File: src/rtl/shared_reg_arbiter.sv
// Round-robin arbiter that shares one W-bit register among N requesters.
// Each grant lasts one cycle; a granted requester with we set loads its data.
module shared_reg_arbiter #(
  parameter int N = 4,
  parameter int W = 8
) (
  input  logic                 clk,
  input  logic                 rst,
  input  logic [N-1:0]         req,
  input  logic [N-1:0]         we,
  input  logic [N*W-1:0]       wdata,
  output logic [N-1:0]         gnt,
  output logic [W-1:0]         rdata,
  output logic [$clog2(N)-1:0] owner,
  output logic [7:0]           wr_count,
  output logic                 busy
);

  localparam int IW = $clog2(N);
  localparam logic [IW:0] N_W = (IW+1)'(N);

  typedef enum logic {IDLE, GRANT} state_t;

  state_t        state;
  logic [IW-1:0] ptr;
  logic [IW-1:0] win;
  logic [IW-1:0] pick;
  logic [2*N-1:0] req_rot;
  logic [W-1:0]  wd [N];

  for (genvar i = 0; i < N; i++) begin : g_unpack
    assign wd[i] = wdata[i*W +: W];
  end

  // (a + b) mod N without a divider; b is always < N so one subtraction suffices.
  function automatic logic [IW-1:0] wrap_add(input logic [IW-1:0] a, input logic [IW:0] b);
    logic [IW:0] s;
    s = {1'b0, a} + b;
    if (s >= N_W) s = s - N_W;
    return s[IW-1:0];
  endfunction

  // Rotate requests so bit k corresponds to requester (ptr + k) mod N; scanning
  // from the top down lets the lowest rotated index, i.e. nearest to ptr, win.
  // NOTE: every always_comb output gets a default first so no latch is inferred.
  always_comb begin
    req_rot = {req, req} >> ptr;
    pick    = ptr;
    for (int k = N - 1; k >= 0; k--) begin
      if (req_rot[k]) pick = wrap_add(ptr, (IW+1)'(k));
    end
  end

  // NOTE: sequential state uses non-blocking assignments only, so every register
  // samples pre-edge values regardless of statement order.
  always_ff @(posedge clk or negedge rst) begin
    if (!rst) begin
      state    <= IDLE;
      ptr      <= '0;
      win      <= '0;
      gnt      <= '0;
      busy     <= 1'b0;
      rdata    <= '0;
      owner    <= '0;
      wr_count <= '0;
    end else begin
      case (state)
        IDLE: begin
          if (|req) begin
            win   <= pick;
            gnt   <= N'(1) << pick;
            busy  <= 1'b1;
            state <= GRANT;
          end
        end
        GRANT: begin
          // A dropped request aborts the grant; we low makes it a read grant.
          if (req[win] && we[win]) begin
            rdata    <= wd[win];
            owner    <= win;
            wr_count <= wr_count + 8'd1;
          end
          ptr   <= wrap_add(win, (IW+1)'(1));
          gnt   <= '0;
          busy  <= 1'b0;
          state <= IDLE;
        end
        default: begin
          gnt   <= '0;
          busy  <= 1'b0;
          state <= IDLE;
        end
      endcase
    end
  end

endmodule

File: config.mk
export PLATFORM = sky130hd
export DESIGN_NAME = shared_reg_arbiter
export DESIGN_NICKNAME = d
export VERILOG_FILES = /design/src/rtl/shared_reg_arbiter.sv
export SDC_FILE = /design/constraint.sdc
export NUM_CORES = 1
export LEC_CHECK = 0
export ABC_AREA = 1
export CAP_MARGIN = 20
export CORE_ASPECT_RATIO = 0.6
export CORE_MARGIN = 4
export CORE_UTILIZATION = 42
export DETAILED_ROUTE_END_ITERATION = 8
export HOLD_SLACK_MARGIN = 0.05
export PLACE_DENSITY = 0.79
export RECOVER_POWER = 25
export SETUP_SLACK_MARGIN = 0.5
export SYNTH_ARGS = -nofsm -noshare
export SYNTH_HDL_FRONTEND = slang
export SYNTH_SLANG_ARGS = --single-unit
File: constraint.sdc
create_clock -name clk -period 1.95 [get_ports clk]
set_input_delay 0.2925 -clock clk [delete_from_list [all_inputs] [get_ports clk]]
set_output_delay 0.2925 -clock clk [all_outputs]
set_load 0.1 [all_outputs]
Word level (Yosys, flattened, before mapping)
Index checks and enable logic that the tools add are counted.
{"block": "totals", "ff_bits": 28, "latchBits": 0, "ram_bits": 0, "mem_bits_ro": 0, "inputBits": 42, "out_inout_bits": 23, "word_cells": 56, "n_memories": 0}
{"block": "op_classes", "addsub": 10, "mul": 0, "div_mod_pow": 0, "magnitude_cmp": 7, "eq_ne": 1, "shifts": 2, "mux": 22, "n_bitwise": 2, "n_reduce_logical": 4}
{"cell": "2-bit two-way mux", "n": 9}
{"cell": "8-bit binary-select mux with 2-bit select", "n": 1}
{"cell": "8-bit two-way mux", "n": 2}
{"cell": "3-bit greater-or-equal comparator (second input constant)", "n": 5}
{"cell": "2-bit by 1-bit subtractor with 2-bit output (second input constant)", "n": 5}
{"cell": "8-bit by 1-bit adder with 8-bit output (second input constant)", "n": 1}
{"cell": "4-bit case mux with 2 select lines", "n": 1}
{"cell": "8-bit by 2-bit right shift with 4-bit output", "n": 1}
{"cell": "2-bit by 1-bit adder with 3-bit output (second input constant)", "n": 2}
{"cell": "2-bit by 2-bit adder with 3-bit output (second input constant)", "n": 2}
{"cell": "1-bit binary-select mux with 2-bit select", "n": 2}
{"cell": "1-bit two-way mux", "n": 4}
{"cell": "4-bit two-way mux", "n": 1}
{"cell": "1-bit case mux with 2 select lines", "n": 2}
{"cell": "2-bit AND reduction", "n": 2}
{"cell": "4-bit OR reduction", "n": 1}
{"cell": "1-bit by 2-bit << shifter with 4-bit output (first input constant)", "n": 1}
{"cell": "2-bit by 3-bit greater-or-equal comparator with 1-bit output (second input constant)", "n": 1}
{"cell": "2-bit by 3-bit < comparator with 1-bit output (second input constant)", "n": 1}
{"cell": "2-bit inverter with 3-bit output", "n": 1}
{"cell": "2-bit != test (second input constant)", "n": 1}
{"cell": "1-bit logical AND", "n": 1}
{"cell": "1-bit inverter", "n": 1}

Logic depth before layout (Yosys ltp)
Gate-level depths: netlist of run 1.
{"block": "depth", "word_depth": 10, "mapped_depth": 11, "mapped_depth_nobuf": 11}

Worst setup path after synthesis of run 1
OpenSTA, ideal clock, no wires.
{"block": "synth_path", "path_type": "register -> register", "startpoint": "register wr_count[0]", "endpoint": "register wr_count[7]", "setup_time_ps": 120, "t_arrival_ps": 1608, "required_ps": 1830, "slack_ps": 222, "path_stages_with_launch": 7, "path_buffers": 0, "synth_period_minus_slack_ps": 1728, "path_cell_list": "dfrtp_1 nand2_1 nor2_1 nand2_1 xnor2_1 nand2_1 nand2_1"}
{"block": "synth_between", "elab_chain_len": 1}
{"item": "start: declaration", "line": "15", "rtl": "output logic [7:0] wr_count,"}
{"item": "start signal: assignment", "line": "81", "rtl": "wr_count <= wr_count + 8'd1;"}
{"item": "8-bit by 1-bit adder with 8-bit output", "line": "81"}
Every way passes these cells.
A chain may end at the register's enable or synchronous reset.

Final worst setup path of run 1
{"block": "layout_path", "startpoint": "register ptr[0]", "endpoint": "register win[0]"}
{"block": "layout_between", "elab_chain_len": 7, "elab_cells_between_ends": 20, "cone_classes": "7 x add/sub; 4 x order compare; 1 x shift; 8 x mux"}
{"item": "start: declaration", "line": "25", "rtl": "logic [IW-1:0] ptr;"}
{"item": "start signal: assignment", "line": "83", "rtl": "ptr <= wrap_add(win, (IW+1)'(1));"}
{"item": "2-bit by 2-bit adder with 3-bit output", "line": "38", "rtl": "s = {1'b0, a} + b;"}
{"item": "3-bit greater-or-equal comparator / 2-bit by 1-bit subtractor with 2-bit output (equally long branches)", "line": "39", "rtl": "if (s >= N_W) s = s - N_W;"}
{"item": "2-bit two-way mux", "line": "39"}
{"item": "2-bit two-way mux (3 in a row)", "line": "50", "rtl": "if (req_rot[k]) pick = wrap_add(ptr, (IW+1)'(k));"}
{"item": "2-bit two-way mux *", "line": "50"}
{"item": "end signal: assignment", "line": "70", "rtl": "win <= pick;"}
{"item": "end: declaration", "line": "26", "rtl": "logic [IW-1:0] win;"}
Every way passes the cells marked *; elsewhere a longest branch is shown, timed or not.

==> results of run 1 <==
==> per-stage QoR <==
step           utilization (%)  std cells  hold slack (ns)  cell area [µm²]  setup WS, ns
2_1_floorplan                -        194         -0.00309             1580         0.491
3_3_place_gp              65.8        305            0.468             2240         0.172
3_5_place_dp              65.8        305            0.470             2240        0.0899
4_1_cts                   71.9        322            0.393             2450         0.467
5_1_grt                   72.3        322            0.520             2460         0.309
6_report                  72.3        322            0.492             2460         0.449
==> cells in the mapped netlist (all sizes together) <==
| master | n |
|---|---|
| a21oi | 4 |
| a22oi | 15 |
| a31oi | 7 |
| buf | 3 |
| clkinv | 1 |
| dfrtp | 28 |
| ha | 1 |
| inv | 17 |
| nand2 | 65 |
| nand3 | 16 |
| nand4 | 4 |
| nor2 | 16 |
| nor3 | 2 |
| nor4 | 1 |
| o21ai | 7 |
| xnor2 | 3 |
| xor2 | 4 |
==> state kept, by name, indices dropped and copies added (netlist names) <==
name / count
ptr: 2
rdata: 8
owner: 2
state: 1
wr_count: 8
win: 2
busy: 1
gnt: 4
==> layer usage <==
| metal | track usage [%] | wire length (µm) | vias to the layer above |
|---|---|---|---|
| met3 | 6.21 | 498 | 10 |
| met4 | 6.22 | 67 | 0 |
| met2 | 27.5 | 1950 | 76 |
| li1 | - | - | 817 |
| met5 | 0 | 0 | - |
| met1 | 28.6 | 2060 | 735 |
==> logic make-up (layout without fill, tap and decap cells) <==
logic type	Yosys count	in the layout	share of synthesized area, %
AO/OA/AOI/OAI	33	33	13.6
XOR/XNOR	7	7	3.94
adder cells (fa/ha/maj)	1	1	0.803
buffers and inverters	21	104	6.26
flip-flops	28	28	45.0
AND/OR/NAND/NOR	104	104	30.4
==> what timing repair did <==
action / CTS / global route
pin swaps: 10 / 5
setup buffers: 13 / 0
cloned: 0 / 0
setup endpoints to repair: 24 / 24
gates resized for setup: 21 / 8
==> worst paths after layout <==
kind,startpoint,slack (ns),end,cells past startpoint
hold reg to reg,rdata[6]$_DFFE_PN0P_,0.49,rdata[6]$_DFFE_PN0P_,2
setup / recovery,ptr[0]$_DFFE_PN0P_,0.45,win[0]$_DFFE_PN0P_,10
max in group asynchronous,rst,0.89,win[0]$_DFFE_PN0P_,2
min in group asynchronous,rst,0.57,owner[1]$_DFFE_PN0P_,2
setup reg to reg,ptr[0]$_DFFE_PN0P_,0.45,win[0]$_DFFE_PN0P_,10
hold / removal,rdata[6]$_DFFE_PN0P_,0.49,rdata[6]$_DFFE_PN0P_,2
==> critical path: cells and delay by family, from the launching register on <==
kind / cells / cell delay [ns]
simple gates: 7 / 0.57
flops: 1 / 0.48
buf+inv: 1 / 0.12
compound gates: 2 / 0.20
==> final cells by class <==
| type | instances | area, µm² | area share (%) |
|---|---|---|---|
| repair buffers | 82 | 732 | 29.8 |
| flip-flops and latches | 28 | 714 | 29.0 |
| clock inverters | 1 | 30.0 | 1.22 |
| multi-input cells | 145 | 808 | 32.9 |
| clock buffers | 3 | 41.3 | 1.68 |
| inverters | 18 | 77.6 | 3.15 |
| well taps | 45 | 56.3 | 2.29 |
==> cell usage in the layout, fill, tap and decap left out <==
cell             synthesis  layout
nor2_1                  11      11
clkbuf_2                 0       1
nand2_2                  1       9
o21ai_1                  1       2
inv_2                    1       2
buf_4                    1      37
buf_12                   0       1
nor4_2                   0       1
nand3_2                  1       3
a22oi_1                 15      15
nand3_1                 15      13
ha_1                     1       1
nor2_4                   2       3
o21ai_2                  0       1
o21ai_0                  6       4
nor2_8                   1       1
xnor2_1                  3       3
bufinv_16                0       1
nor2_2                   2       1
nand2_1                 64      56
buf_6                    2       2
nor3_1                   1       1
clkdlybuf4s50_1          0      37
dlygate4sd2_1            0       3
a21oi_1                  4       3
dfrtp_2                  0      11
nand4_1                  4       4
xor2_1                   4       4
nor3_2                   1       1
dfrtp_1                 28      17
inv_4                    0       4
clkbuf_8                 0       3
dlygate4sd3_1            0       1
inv_1                   16      12
a31oi_1                  7       7
a21oi_2                  0       1
==> metrics.md, run 1 <==
| Metric | Value |
|---|---|
| Routed via count | 1638 |
| Global-route wire length before repair | between 7000 and 8000 µm |
| # clock sinks | 28 |
| Port-buffer cells | between 60 and 70 |
| Post-synthesis average cell area | ~8 µm² |
| Final Hold Viols | 0 |
| # H-tree levels | 1 |
| Crit Path Class | flip-flop to flip-flop |
| CP max FO | 7 |
| Total GRT Usage | around 20% |
| Status | finished, final reports clean |
| Starting Density | 45.8% |
| # nets final | around 320 |
| Post-Syn Nets | ~240 |
| Maximum clock path buffer count | 2 |
| Slowest Stage Delay on Critical Path | 0.48 ns |
| Worst-margin pin slew | between 0.6 and 0.7 ns |
| ANT nets after route | 0 |
| Vias in the first global route | about 1.5k |
| DR iter-0 viols | between 100 and 150 |
| Finish-stage setup viols | 0 |
| Most used cell, CP | nand2_1 |
| Vias/cell | between 5 and 6 |
| Pre-antenna DRT Iters | 4 |
| #FFs+latches synth | 28 |
| Relative slew slack | a little over half |
| Drt wl/cell | approximately 14 µm |
| Clk slew on worst S/H paths | about 0.1 ns |
| Hpwl dp | 3430 µm |
| Final Slew Violations | 0 |
| Worst path required time | approximately 2.1 ns |
| Clock root buffer | clkbuf_8 |
| DIE WIDTH | 86.6 µm |
| Netlist cell types | 26 |
| Area contributors post-synth | dfrtp_1 (45%), nand2_1 (15%), a22oi_1 (7.2%) |
| IO Pins | 65 |
| Sequential element share of the synthesized area | around 45% |
| CTS tree | built |
| Worst setup EP type | flip-flop |
| Total core area | 3400 µm² |
| Worst skew pair latency | approximately 0.28 ns |
| Fill cell count | around 280 |
| Initial antenna violation count | 0 |
| Mapped Area | between 1500 and 2000 µm² |
| Die height | between 50 and 60 µm |
| Gpl congestion | 0.883 |
| Critical path startpoint category | flip-flop |
| DRT Wirelength | approximately 4600 µm |
| YS warnings | 0 |
| Hold buffers post-CTS | 0 |
| Layout cells sized above 1 | between 20% and 30% |
| Area Growth Syn to Fin | 57.9% |
| Post-route DRC | 0 |
| CP max stage cell | dfrtp_2 |
| Pin count of the biggest net entering global routing | 29 |
| Maxcap violations | 0 |
| CTS Buf Count | 3 |
| Diode count | 0 |
| Die area | about 4800 µm² |
| Final worst path period need | approximately 1.5 ns |
| RSZ-0062 raised after global routing | true |
| Setup TNS | 0 ns |
| Worst Clk Skew | 0.00727 ns |
| Congestion Overflow GR | 0 |
| Row count | 16 |
| Hold/Removal Path Class | flip-flop to flip-flop |
| Area leader, netlist | dfrtp_1 |
| Share of the synthesized area in the top cell type | about 45% |
| Critical Path AT | 1.66 ns |
| Critical-path cell list | inv_4, nand2_1, nand3_1, nand2_1, o21ai_2, nand2_1, nand2_2, nand2_2, nand2_1, o21ai_1 |
| Synth Instances | around 190 |
| Fmax | 666 MHz |
| Final period util | between 70% and 80% |
Power of run 1 is not shown: default switching activity piles up to over one toggle a cycle in this logic, so the estimate is an artifact.
==> run 2: changes to the inputs <==
Settings changed: CORE_UTILIZATION 42 to 38, PLACE_DENSITY 0.79 to 0.75.
Clock period 1.95 ns to 1.2 ns, I/O delays scaled along.
==> run 2 against run 1 <==
The run now ends with negative setup slack left; final area rose by 24%; sequential share of layout area fell by 3.0 points; global-route usage increased by 1.1 points.
==> metrics.md, run 2 (same netlist as run 1, synthesis figures left out) <==
| Metric | Value |
|---|---|
| Worst-margin pin slew | around 0.69 ns |
| Final Hold Viols | 0 |
| Vias in the first global route | about 1.8k |
| Layout Utilization | about 80% |
| Layout cells sized above 1 | between 40% and 50% |
| CP max stage cell | dfrtp_1 |
| Setup TNS | -6.67 ns |
| Hold/Removal Path Class | input pin to asynchronous set/reset pin |
| Routed via count | 1797 |
| Critical path startpoint | win[1]$_DFFE_PN0P_ |
| Pre-antenna DRT Iters | 4 |
| # H-tree levels | 1 |
| Slowest Stage Delay on Critical Path | between 0.4 and 0.5 ns |
| Total GRT Usage | 20.8% |
| Worst setup EP type | flip-flop |
| Drt wl/cell | 16.5 µm |
| RSZ-0062 raised after global routing | true |
| Finish-stage setup viols | 24 |
| Max IR drop VDD | 2.43 mV |
| Diode count | 0 |
| Congestion Overflow GR | 0 |
| Clock root buffer | clkbuf_8 |
| Top flop regs | rdata: 8 flops, wr_count: 8 flops, gnt: 4 flops |
| Post-route DRC | 0 |
| Critical path startpoint category | flip-flop |
| R2r startpoint | win[1]$_DFFE_PN0P_ |
| Worst skew pair latency | roughly 0.28 ns |
| Port-buffer cells | 64 |
| Cells after DPL | around 320 |
| Starting Density | between 40% and 50% |
| Global-route wire length before repair | 8580 µm |
| Maximum clock path buffer count | 2 |
| Final Non-Filler Cells | between 300 and 400 |
| DR iter-0 viols | approximately 110 |
| LEAKAGE | approximately 1.4 nW |
| Worst setup margin | -0.357 ns |
| Row count | 17 |
| CTS Buf Count | 3 |
| Hpwl dp | between 4000 and 5000 µm |
| Critical-path cell list | buf_6, nor2_8, nand3_2, nand4_1, nand2_2, buf_12, nor2_4, nand2_2, xor2_1 |
| DRT Wirelength | around 5600 µm |
| IO Pins | 65 |
| Crit Path Class | flip-flop to flip-flop |
| # nets final | ~340 |
| Power Density | 3180 nW/µm² |
| Die area | 5220 µm² |
| Gpl congestion | 0.826 |
| Failing checks | negative setup slack |
| Vias/cell | roughly 5.3 |
| Worst path required time | approximately 1.4 ns |
| Final period util | 130% |
| Maxcap violations | 0 |
| Pin count of the biggest net entering global routing | 29 |
| Initial antenna violation count | 0 |
| Area Growth Syn to Fin | 95.2% |
| Hold buffers post-CTS | 0 |
| Clk slew on worst S/H paths | ~0.10 ns |
| Total core area | between 3000 and 4000 µm² |
| DIE WIDTH | just over 90 µm |
| Critical Path AT | around 1.7 ns |
| Final worst path period need | about 1.6 ns |
| CP max FO | 4 |
| WP buf/inv | 2 |
| Fill cell count | approximately 240 |
| CTS tree | built |
| Relative slew slack | 54.2% |
| ANT nets after route | 0 |
| # clock sinks | 28 |
| Fmax | roughly 640 MHz |
| Worst Clk Skew | between 0.0015 and 0.002 ns |
| Status | complete, but fails checks |
| Die height | between 50 and 60 µm |
| Commonest non-fill, non-tap cell in the layout | nand2_1 |
| Worst slack, placed | -0.525 ns |
| Commonest non-fill, non-tap cells in the layout | nand2_1 (53), clkdlybuf4s50_1 (36), buf_12 (25), buf_4 (25), dfrtp_4 (23) |
| Final Slew Violations | 0 |
| Most used cell, CP | nand2_2 |
| Cell family with most CP delay | simple AND/OR/NAND/NOR gates |
-- run 2: layer usage --
metal	share of wire, %	wire (µm)	global-route usage [%]	vias up
li1	-	-	-	856
met1	46	2600	27.9	877
met2	48	2690	34.1	60
met3	4.9	276	4.22	4
met4	1.1	63	6.32	0
met5	0	0	0	-
-- run 2: layout make-up --
cell class,instances,area [µm²],area share [%]
multi-input combinational,146,882,29.0
tap,47,58.8,1.93
sequential,28,791,26.0
clock buffer,4,45.0,1.48
inverter,18,77.6,2.55
timing repair buffer,99,1190,39.0
-- run 2: through the flow --
step                power, mW  hold WS (ns)  cell area (µm²)
floorplan                5.94        -0.116             1710
global placement         8.36         0.536             2800
detailed placement       8.52         0.547             2800
CTS                      9.36         0.257             2960
global route             10.1         0.550             3040
finish                   9.67         0.465             3040
-- run 2: path summary, 6_finish.rpt --
kind	end	slack, ns	cells past startpoint
min in group clk	rdata[2]$_DFFE_PN0P_	0.55	3
hold / removal	rdata[2]$_DFFE_PN0P_	0.47	2
setup reg to reg	wr_count[4]$_DFFE_PN0P_	-0.36	9
hold reg to reg	wr_count[2]$_DFFE_PN0P_	0.56	1
setup / recovery	wr_count[4]$_DFFE_PN0P_	-0.36	9
max in group asynchronous	wr_count[5]$_DFFE_PN0P_	0.22	2
-- run 2: where the power goes --
group          leakage [nW]  internal (mW)  switching (mW)  total, mW
Combinational          1.05           2.73            4.31       7.04
Clock                0.0228          0.239           0.307      0.546
Sequential            0.309           1.55           0.540       2.09
Total                  1.38           4.51            5.16       9.67
-- run 2: repair_timing --
item	4_1_cts	5_1_grt
pin swaps	7	10
setup buffers	11	3
gates resized for setup	15	24
cloned	1	0
endpoints found under the setup margin	51	51
-- run 2: worst reg2reg max path, delay by kind of cell (launching register included) --
| family | cells | cell delay [ns] |
|---|---|---|
| and+or+nand+nor | 6 | 0.58 |
| buffers and inverters | 2 | 0.29 |
| DFF | 1 | 0.42 |
| xor gates and xnor gates | 1 | 0.15 |
No activity file was read; power rests on OpenSTA's default activity.
==> run 3: changes to the inputs <==
Settings changed: CELL_PAD_IN_SITES_DETAIL_PLACEMENT set to 1, CELL_PAD_IN_SITES_GLOBAL_PLACEMENT set to 1, CORE_UTILIZATION 38 to 27, PLACE_DENSITY 0.75 to 0.76.
==> run 3 against run 2 <==
The flow still finishes with violations (negative setup slack); power rose by 13%; count of clock-buffer cells in the layout did not move; register-to-register slack got worse by 0.10 ns; largest power group unchanged; highest routed layer unchanged.
==> metrics.md, run 3 (same netlist as run 1, synthesis figures left out) <==
| Metric | Value |
|---|---|
| Pre-antenna DRT Iters | 4 |
| Setup slack, reg-to-reg | -0.46 ns |
| Clock root buffer | clkbuf_8 |
| Critical path startpoint category | flip-flop |
| Starting Density | approximately 28% |
| Sequential Area | between 700 and 800 µm² |
| Final worst path period need | around 1.7 ns |
| # nets final | about 360 |
| ANT nets after route | 0 |
| Congestion Overflow GR | 0 |
| IO Pins | between 60 and 70 |
| Initial antenna violation count | 0 |
| Row count | 21 |
| Worst skew pair latency | between 0.2 and 0.3 ns |
| WHS | 0.495 ns |
| R2r startpoint | win[1]$_DFFE_PN0P_ |
| Port-buffer cells | between 60 and 70 |
| Critical Path AT | around 1.8 ns |
| Gpl congestion | 0.838 |
| Crit Reg-Reg Endpoint | wr_count[4]$_DFFE_PN0P_ |
| RSZ-0062 raised after global routing | true |
| Critical-path cell list | buf_6, inv_4, nor2_4, nand3_2, nand4_1, nand2_2, buf_6, nor2_4, nand2_2, xor2_1 |
| Total core area | around 5600 µm² |
| CP max stage cell | dfrtp_1 |
| Final Slew Violations | 0 |
| Worst Clk Skew | a little under 0.006 ns |
| Maximum clock path buffer count | 2 |
| Cells after DPL | roughly 360 |
| DR iter-0 viols | 95 |
| CP max FO | 4 |
| # clock sinks | 28 |
| Failing checks | negative setup slack |
| Worst-margin pin slew | roughly 0.76 ns |
| Setup TNS | -9.26 ns |
| Total GRT Usage | approximately a fifth |
| CTS Buf Count | 3 |
| # H-tree levels | 1 |
| Worst path required time | 1.38 ns |
| Worst setup margin | -0.461 ns |
| Status | complete, but fails checks |
| Vias in the first global route | slightly below 2k |
| Fmax | between 600 and 700 MHz |
| Clk slew on worst S/H paths | approximately 0.1 ns |
| Critical path startpoint | win[1]$_DFFE_PN0P_ |
| Final Non-Filler Cells | 391 |
| Maxcap violations | 0 |
| Pwr Total | 10.9 mW |
| Worst setup EP type | flip-flop |
| Relative slew slack | a little under 50% |
| Finish-stage setup viols | 27 |
| Final period util | 138% |
| Power Density | between 3000 and 4000 nW/µm² |
| DRT Wirelength | around 7700 µm |
| Fill cell count | about 600 |
| Commonest non-fill, non-tap cells in the layout | nand2_1 (45), clkdlybuf4s50_1 (36), buf_4 (29) |
| Die area | around 7000 µm² |
| Die height | between 60 and 70 µm |
| Area Growth Syn to Fin | 113% |
| LEAKAGE | 1.48 nW |
| Max IR drop VDD | around 2.4 mV |
| Hold/Removal Path Class | input pin to asynchronous set/reset pin |
| Commonest non-fill, non-tap cell in the layout | nand2_1 |
| R2R depth | 10 |
| Global-route wire length before repair | approximately 11000 µm |
| Final Hold Viols | 0 |
| Top flop regs | rdata: 8 flops, wr_count: 8 flops, gnt: 4 flops |
| Vias/cell | around 5 |
| Routed via count | roughly 1.9k |
| Hpwl dp | between 4000 and 5000 µm |
| Diode count | 0 |
| Post-route DRC | 0 |
| Slowest Stage Delay on Critical Path | 0.44 ns |
| CP Capture Point | wr_count[4]$_DFFE_PN0P_ |
| Hold buffers post-CTS | 0 |
| DIE WIDTH | around 110 µm |
| Area occupied by multi-input gates | 966 µm² |
| Crit Path Class | flip-flop to flip-flop |
| Pin count of the biggest net entering global routing | 29 |
| CTS tree | built |
| Drt wl/cell | a little under 20 µm |
| Layout cells sized above 1 | 50.2% |
run 3: layout make-up:
cell class / count / area share [%]
Tap cell: 80 / 3.01
Multi-Input combinational cell: 146 / 29.1
Clock buffer: 4 / 1.36
Timing Repair Buffer: 115 / 40.3
Inverter: 18 / 2.41
Sequential cell: 28 / 23.8
run 3: how the worst min path moves through the flow:
stage / startpoint / end / cells after the start
2_1_floorplan: rst / ptr[0]$_DFFE_PN0P_ / 0
3_3_place_gp: wr_count[6]$_DFFE_PN0P_ / wr_count[6]$_DFFE_PN0P_ / 1
3_5_place_dp: wr_count[6]$_DFFE_PN0P_ / wr_count[6]$_DFFE_PN0P_ / 1
4_1_cts: rst / busy$_DFFE_PN0P_ / 2
5_1_grt: rst / busy$_DFFE_PN0P_ / 2
6_report: rst / busy$_DFFE_PN0P_ / 2
run 3: metal layers:
metal  vias to the layer above  track usage (%)  routed length, µm
li1                        882                -                  -
met1                       945             28.3               3630
met5                         -                0                  0
met2                        73             33.1               3540
met4                         0             2.58                128
met3                        10             4.74                416
run 3: worst max-delay path: cells and delay by family (launching register included):
family / cells / cell delay, ns
buffers and inverters: 3 / 0.32
DFF: 1 / 0.44
xor gates and xnor gates: 1 / 0.14
and+or+nand+nor: 6 / 0.66
run 3: report_power, final:
| part | internal [mW] | leakage [nW] | switching, mW |
|---|---|---|---|
| logic | 3.29 | 1.15 | 4.95 |
| clock network | 0.239 | 0.0228 | 0.321 |
| registers | 1.55 | 0.309 | 0.554 |
| total | 5.08 | 1.48 | 5.82 |
run 3: metrics by stage:
step	cell area (µm²)	utilization [%]	setup WS, ns
after global placement	2860	51.4	-0.491
after floorplan	1710	-	-0.252
final	3320	59.6	-0.461
after detailed placement	2860	51.4	-0.585
after CTS	3140	56.4	-0.335
after global routing	3320	59.6	-0.556
run 3: what timing repair did:
item | in CTS | in global routing
setup buffers | 14 | 13
pin swaps | 16 | 14
gates resized for setup | 42 | 30
gates cloned | 1 | 0
setup endpoints to repair | 51 | 51
